$ cat config.mk
export PLATFORM = sky130hd
export DESIGN_NAME = uart_tx_fifo
export DESIGN_NICKNAME = d
export VERILOG_FILES = /design/src/rtl/uart_tx_fifo.sv
export SDC_FILE = /design/constraint.sdc
export NUM_CORES = 1
export LEC_CHECK = 0
export CAP_MARGIN = 15
export CORE_MARGIN = 2
export CORE_UTILIZATION = 54
export DETAILED_ROUTE_END_ITERATION = 16
export HOLD_SLACK_MARGIN = 0.03
export PLACE_DENSITY = 0.75
export SYNTH_ARGS = -nofsm -noshare
export SYNTH_HDL_FRONTEND = slang
export SYNTH_SLANG_ARGS = --single-unit
$ cat constraint.sdc
create_clock -name clk -period 2.4 [get_ports clk]
set_input_delay 0.36 -clock clk [delete_from_list [all_inputs] [get_ports clk]]
set_output_delay 0.36 -clock clk [all_outputs]
set_load 0.02 [all_outputs]
$ cat src/rtl/uart_tx_fifo.sv
// uart_tx_fifo: byte queue between the MMIO UART TX register and the uart_tx
// serializer. Stores are absorbed into a DEPTH-entry circular buffer and
// drained one byte per frame through a start/busy handshake with uart_tx.
// A launch whose busy flag never rises is abandoned after BUSY_TIMEOUT cycles
// so the drain can never hang.
// Optional build macro UART_FIFO_STATS_EN adds tx_count / drop_count counters.
module uart_tx_fifo #(
    parameter  int DEPTH        = 16,
    parameter  int BUSY_TIMEOUT = 4,
    localparam int CNT_W        = $clog2(DEPTH) + 1
) (
    input  logic             clk,
    input  logic             rst,
    input  logic             wr_en,
    input  logic [7:0]       wr_data,
    output logic             full,
    output logic             empty,
    output logic [CNT_W-1:0] count,
    output logic             overflow,
    input  logic             clr_overflow,
    output logic             tx_start,
    output logic [7:0]       tx_data,
    input  logic             tx_busy
`ifdef UART_FIFO_STATS_EN
    ,
    output logic [31:0]      tx_count,
    output logic [15:0]      drop_count
`endif
);

    localparam int PTR_W = $clog2(DEPTH);
    localparam int TMR_W = (BUSY_TIMEOUT > 1) ? $clog2(BUSY_TIMEOUT) : 1;
    localparam logic [TMR_W-1:0] TMR_LAST = TMR_W'(BUSY_TIMEOUT - 1);

    typedef enum logic [1:0] {
        IDLE,
        LAUNCH,
        WAIT_BUSY,
        WAIT_DONE
    } state_t;

    logic [7:0]       r_mem [DEPTH];
    logic [PTR_W-1:0] r_wr_ptr;
    logic [PTR_W-1:0] r_rd_ptr;
    logic [CNT_W-1:0] r_count;
    logic             r_full;
    logic             r_empty;
    logic             r_overflow;
    logic [7:0]       r_tx_data;
    logic [TMR_W-1:0] r_timer;
    state_t           r_state;

    state_t           w_next_state;
    logic             w_push;
    logic             w_pop;
    logic             w_reject;
    logic             w_load;
    logic             w_timer_clr;
    logic             w_timer_inc;
    logic [CNT_W-1:0] w_count_next;

    // Push/pop qualification uses the registered (pre-edge) full flag, so a
    // push while full is rejected even when a pop happens in the same cycle.
    assign w_push   = wr_en && !r_full;
    assign w_reject = wr_en &&  r_full;
    assign w_pop    = (r_state == LAUNCH);

    // Next occupancy; a simultaneous push and pop leaves the count unchanged.
    always_comb begin
        w_count_next = r_count;
        case ({w_push, w_pop})
            2'b10:   w_count_next = r_count + CNT_W'(1);
            2'b01:   w_count_next = r_count - CNT_W'(1);
            default: w_count_next = r_count;
        endcase
    end

    // Drain FSM next-state and launch decode.
    always_comb begin
        // NOTE: every output of this block gets a default first so no path leaves it unassigned (which would infer a latch).
        w_next_state = r_state;
        tx_start     = 1'b0;
        w_load       = 1'b0;
        w_timer_clr  = 1'b0;
        w_timer_inc  = 1'b0;
        case (r_state)
            IDLE: begin
                if (!r_empty && !tx_busy) begin
                    w_load       = 1'b1;
                    w_next_state = LAUNCH;
                end
            end
            LAUNCH: begin
                tx_start     = 1'b1;
                w_timer_clr  = 1'b1;
                w_next_state = WAIT_BUSY;
            end
            WAIT_BUSY: begin
                if (tx_busy) begin
                    w_next_state = WAIT_DONE;
                end else if (r_timer == TMR_LAST) begin
                    // uart_tx never acknowledged: treat the byte as sent.
                    w_next_state = IDLE;
                end else begin
                    w_timer_inc = 1'b1;
                end
            end
            WAIT_DONE: begin
                if (!tx_busy) begin
                    w_next_state = IDLE;
                end
            end
            default: w_next_state = IDLE;
        endcase
    end

    // Storage array write port.
    always_ff @(posedge clk) begin
        // NOTE: the data array is deliberately not reset; pointers and count define validity, and leaving it out keeps it mappable to RAM.
        if (w_push) begin
            r_mem[r_wr_ptr] <= wr_data;
        end
    end

    // Pointers, occupancy flags, overflow flag, FSM state, timer and tx_data.
    always_ff @(posedge clk) begin
        // NOTE: sequential state uses non-blocking assignments so every register samples pre-edge values.
        if (rst) begin
            r_wr_ptr   <= '0;
            r_rd_ptr   <= '0;
            r_count    <= '0;
            r_full     <= 1'b0;
            r_empty    <= 1'b1;
            r_overflow <= 1'b0;
            r_tx_data  <= 8'h00;
            r_timer    <= '0;
            r_state    <= IDLE;
        end else begin
            r_state <= w_next_state;
            r_count <= w_count_next;
            r_full  <= (w_count_next == CNT_W'(DEPTH));
            r_empty <= (w_count_next == '0);

            if (w_push) begin
                r_wr_ptr <= r_wr_ptr + PTR_W'(1);
            end
            if (w_pop) begin
                r_rd_ptr <= r_rd_ptr + PTR_W'(1);
            end

            // Set wins over a simultaneous clear.
            if (w_reject) begin
                r_overflow <= 1'b1;
            end else if (clr_overflow) begin
                r_overflow <= 1'b0;
            end

            if (w_load) begin
                r_tx_data <= r_mem[r_rd_ptr];
            end

            if (w_timer_clr) begin
                r_timer <= '0;
            end else if (w_timer_inc) begin
                r_timer <= r_timer + TMR_W'(1);
            end
        end
    end

    assign full     = r_full;
    assign empty    = r_empty;
    assign count    = r_count;
    assign overflow = r_overflow;
    assign tx_data  = r_tx_data;

`ifdef UART_FIFO_STATS_EN
    logic [31:0] r_tx_count;
    logic [15:0] r_drop_count;

    // Launch counter wraps; drop counter saturates.
    always_ff @(posedge clk) begin
        if (rst) begin
            r_tx_count   <= '0;
            r_drop_count <= '0;
        end else begin
            if (w_pop) begin
                r_tx_count <= r_tx_count + 32'd1;
            end
            if (w_reject && (r_drop_count != 16'hFFFF)) begin
                r_drop_count <= r_drop_count + 16'd1;
            end
        end
    end

    assign tx_count   = r_tx_count;
    assign drop_count = r_drop_count;
`endif

endmodule

; Word-level counts from Yosys, hierarchy flattened
; Memory sizes are Yosys's and may differ from the RTL's. A register that Yosys moved wholly into a read port is not among the register bits.
; Index checks and enable logic that the tools add are counted.
[word_totals]
word_cells = 51
input_bits = 13
rom_bits = 0
reg_bits = 20
ram_bits = 128
mem_count = 1
latch_bits = 0
[memory_table]
columns = memory, words, word_bits, read_ports, rd_clocked_by_memory_dff, wr, line_no
row1 = r_mem, 16, 8, 1, 1, 1, 42  ; logic [7:0] r_mem [DEPTH];
[classes]
addsub = 5
shift = 0
mul = 0
reduce_logical = 11
magnitude_cmp = 0
n_bitwise = 0
n_div = 0
mux = 16
eq_ne = 10
[ops]
columns = op, n
row1 = 2-to-1 mux 1 bit, 10
row2 = one-hot mux 5 bit (2 select lines), 1
row3 = "adder 4 x 1 -> 4 bit, second input constant", 2
row4 = "== test 2 bit, second input constant", 4
row5 = 2-to-1 mux 2 bit, 4
row6 = one-hot mux 2 bit (4 select lines), 1
row7 = "adder 5 x 1 -> 5 bit, second input constant", 1
row8 = "== test 5 bit, second input constant", 1
row9 = logical NOT 5 bit, 1
row10 = "subtractor 5 x 1 -> 5 bit, second input constant", 1
row11 = "== test 2 x 1 -> 1 bit, second input constant", 2
row12 = "!= test 2 bit, second input constant", 2
row13 = logical AND 1 bit, 3
row14 = logical NOT 1 bit, 3
row15 = "!= test 3 bit, second input constant", 1
row16 = AND reduction 3 bit, 1
row17 = "adder 2 x 1 -> 2 bit, second input constant", 1
row18 = logical NOT 2 bit, 1
row19 = nonzero test 2 bit, 1
row20 = OR reduction 2 bit, 1

; Longest topological paths before layout
[depth]
depth_word = 5
ltp_mapped = 12
depth_no_buf = 11

; Worst setup path after synthesis
; Ideal clock, no wire load.
[synth_path]
kind = reg2reg
start = register r_full (netlist: full)
end = register r_empty (netlist: empty)
setup_time_ns = 0.119
path_slack_ns = 0.090
arrival_time_ns = 2.191
stages_incl_launch_ff = 13
cell_sequence = dfxtp_1 > nor2b_1 > buf_2 > inv_2 > nand2_2 > inv_1 > ha_1 > a21o_1 > a21oi_1 > o21ai_0 > or3_1 > a21o_1 > o221a_2
[synth_via]
elab_chain_len = 5
word_cells_on_any_way = 6
classes_between = 2 x eq/ne / 1 x mux / 3 x reduce/logical
[synth_lines]
columns = item, line_no
row1 = from (decl), 46  ; logic r_full;
row2 = from (signal assigned), 141  ; r_full <= (w_count_next == CNT_W'(DEPTH));
row3 = logical NOT 1 bit *, 64  ; assign w_push = wr_en && !r_full;
row4 = logical AND 1 bit *, 64
row5 = == test 2 x 1 -> 1 bit / == test 2 bit (equally long branches), 71  ; case ({w_push, w_pop})
row6 = one-hot mux 5 bit (2 select lines) *, 71
row7 = logical NOT 5 bit *, 142  ; r_empty <= (w_count_next == '0);
row8 = to (signal assigned), 142
row9 = to (decl), 47  ; logic r_empty;
; Mark *: on every way between the ends. The rest lies on a longest branch, timed or not.
; A chain may end at the register's enable or synchronous reset.

; Final worst setup path
[layout_path]
start = input port wr_en
end = register r_empty (netlist: empty)
[layout_via]
elab_chain_len = 4
word_cells_on_any_way = 5
classes_between = 2 x eq/ne / 1 x mux / 2 x reduce/logical
[layout_lines]
columns = item, line_no
row1 = from (decl), 14  ; input logic wr_en,
row2 = logical AND 1 bit *, 64
row3 = == test 2 x 1 -> 1 bit / == test 2 bit (equally long branches), 71
row4 = one-hot mux 5 bit (2 select lines) *, 71
row5 = logical NOT 5 bit *, 142
; Marked as above.

==> results.txt <==
The run finished with clean final reports. Counting the fill cells in the layout gives between 700 and 800. For this run, the number of Yosys warnings is 0. The number of buffers inserted for hold repair after clock tree synthesis came out at 0. The final-report setup violation count is 0. The global route total overflow came out at 0. Setup repair after global routing left no endpoint under its margin. In this run the tightest slew margin relative to its limit is 61.07%. The max-capacitance violation count came out at 0. The overall via count from detail_route is ~3300. Once the floorplan was initialized, standard cells occupied between 50% and 60% of the core. The number of global-route vias before repair is around 3200. The net count reported at finish is 440. At the end of routability-driven placement, the weighted congestion stood at around 0.85.

The initial antenna violation count is 0. Across the routed clock network, the largest skew measured is 0.01278 ns. The core area is ~11000 um2. The final-report hold violation count is 0. In this run the worst path has a maximum fanout of 3. In this run the number of H-tree levels came out at 4. The number of slew-limit violations in the final report came to 0. The mean number of vias per cell came out at between 5 and 6.

The dominant register cell in the synthesized netlist is edfxtp_1. Cells with a size suffix above 1 make up between 15 and 20% of the layout. TritonCTS built the clock tree. After synthesis, the mean cell area works out to approximately 18 um2.

The count of flip-flops with a built-in enable after synthesis is about 130. The remaining antenna violation count after routing is 0. VDD sags by at most 880.0 uV. The post-synthesis sequential area ratio came out at 69.43%.

The min-delay analysis places its worst path in the category reg -> reg. The cell area after synthesis is 6344 um2. Synthesis produced 356 cells. The post-route DRC violation count is 0.

The worst path arrival time is between 2 and 3 ns. The total wire length came out at 11490 um. The synthesized netlist net count is roughly 380.

Entering global routing, the biggest net connects 36 pins. The vertical die dimension came out at between 100 and 150 um. The antenna diode count came out at 0. Counting along the longest clock path gives a buffer depth of 2.

The number of ports placed on the die boundary came out at 30. The completed layout was analyzed and its total power is roughly 0.0064 W. The floorplan step defined a die boundary enclosing ~13000 um2. The global-route usage over all layers is around 19%.

For this run, the detailed router's first-pass iteration total came to 4. The die span in x is about 110 um. After clock tree synthesis, the clock-pin slew on the worst setup and hold paths is roughly 0.060 ns.

The cell sitting at the root of the clock tree is a clkbuf_16. The estimated wirelength of the detail-placed design is 7191 um. The number of buffers created by CTS is 17. The wire length of the first global-routing pass is about 18000 um. The minimum clock period is 2.267 ns. The number of clock sinks seen by CTS came out at ~160. After detailed routing, the average wire length per cell comes to between 20 and 25 um.

Data on the critical path is required at its endpoint by 2.71 ns. In this run the core area contains 39 standard-cell rows. In this run, distinct cell masters in the synthesized netlist total 41. Leaving out fill and tap cells, the most frequent cell in the layout is edfxtp_1. The worst setup path is of the in -> reg kind. The total of buffers placed on input and output ports is 29. Relative to the synthesized area, the layout overhead comes to 18.70%. For this run, asynchronously set or reset flops after synthesis account for 0%. The detailed router finished its first iteration with roughly 270 violations. Leaving out fill and tap cells, the most frequent cells in the layout are edfxtp_1 (128), buf_4 (31), clkdlybuf4s50_1 (29). STA classifies the critical path startpoint as an input port. The maximum clock frequency came out at ~0.44 GHz. The worst setup path is captured at a register. After routing, the total negative slack on setup checks comes to 0 ns. The final period utilization came out at 94.48%.

The slew of the pin with the lowest slew margin is a little under 0.6 ns. The leakage power total is around 2.6 nW. The post-synthesis register bit count came out at ~160. The clock insertion delay at the later pin of the skew report came out at 0.43 ns. In this run the power density over the cells is between 800 and 900 nW/um2.
## area by class of cell
class / count / area, um2 / area share, %
inverter: 16 / 60.06 / 0.7976
timing repair buffer: 61 / 543.0 / 7.212
sequential: 156 / 4405 / 58.51
clock inverter: 14 / 166.4 / 2.210
multi-input combinational: 166 / 1747 / 23.20
clock buffer: 18 / 429.2 / 5.700
tap: 143 / 178.9 / 2.376
## Yosys cell counts (2+ instances only)
cell	count	area, um2
or3_1	2	12.51
nor2_1	26	97.59
xnor2_1	6	52.55
mux4_1	21	551.8
dfxtp_1	28	560.5
inv_2	2	7.510
buf_6	3	33.78
o21ai_0	5	25.02
edfxtp_1	128	3844
xor2_1	5	43.79
ha_1	9	112.6
nor3b_1	2	15.01
nand2b_1	5	31.28
buf_8	3	45.04
buf_2	3	15.01
a21oi_1	9	45.04
clkbuf_1	6	22.52
o21ai_1	8	40.04
nand4_1	4	25.02
inv_1	14	52.55
mux4_2	19	427.9
mux2i_1	3	30.03
a21o_1	2	15.01
nor3_1	6	30.03
nand2_1	21	78.83
## registers in the layout (all words and copies together) (netlist names)
name      flops
count         5
r_mem       128
r_rd_ptr      4
overflow      1
empty         1
r_timer       2
r_wr_ptr      4
r_state       2
tx_data       8
full          1
## what timing repair did
item / CTS / global route
gates resized for setup: 0 / 1
setup endpoints to repair: 0 / 1
buffers inserted: 0 / 0
## cell families after synthesis
group / count (synthesis) / share of synthesized area [%]
flops: 156 / 69.43
simple gates: 72 / 5.345
mux: 43 / 15.92
buf+inv: 34 / 3.077
compound gates: 31 / 2.939
xor+xnor: 11 / 1.519
fa+ha+maj: 9 / 1.775
## power breakdown
group	switching (W)	internal (W)	leakage, nW
Sequential	0.0000561	0.00300	1.38
Combinational	0.000327	0.000323	0.898
Clock	0.00105	0.00164	0.283
## through the flow
step                      hold slack (ns)  instance area (um2)  util [%]  setup WS (ns)  cells
after floorplan                    0.4589                 6344         -        0.09049    356
after global placement             0.4311                 6932     60.71        -0.2564    542
after detailed placement           0.4370                 6932     60.71        -0.3059    542
after CTS                          0.4453                 7527     65.92         0.1303    574
after global routing               0.4663                 7530     65.94        0.01228    574
final                              0.4404                 7530     65.94         0.1326    574
## worst max-delay path, cell delays in order
cell	delay, ns
clkdlybuf4s50_1	0.47
nor2b_2	0.17
inv_2	0.05
nand2_2	0.08
inv_1	0.05
ha_1	0.31
a21o_1	0.19
a21oi_1	0.12
o21ai_0	0.11
or3_1	0.32
a21o_1	0.22
o221a_2	0.12
## metal layers
| layer | up-vias | GRT usage (%) | wire length, um | share of wire [%] |
|---|---|---|---|---|
| li1 | 1528 | - | - | - |
| met3 | 20 | 6.102 | 627 | 5.5 |
| met2 | 115 | 29.04 | 5541 | 48 |
| met4 | 0 | 7.724 | 200 | 1.7 |
| met1 | 1628 | 27.25 | 5119 | 45 |
| met5 | - | 0 | 0 | 0 |
## worst paths after layout
| path | start | slack (ns) | cells past startpoint | endpoint |
|---|---|---|---|---|
| min | tx_data[5] | 0.44 | 2 | tx_data[5] |
| min reg2reg | tx_data[5] | 0.44 | 2 | tx_data[5] |
| max reg2reg | r_state[1] | 0.14 | 11 | empty |
| max | wr_en | 0.13 | 12 | empty |
No activity file was read; power rests on OpenSTA's default activity.
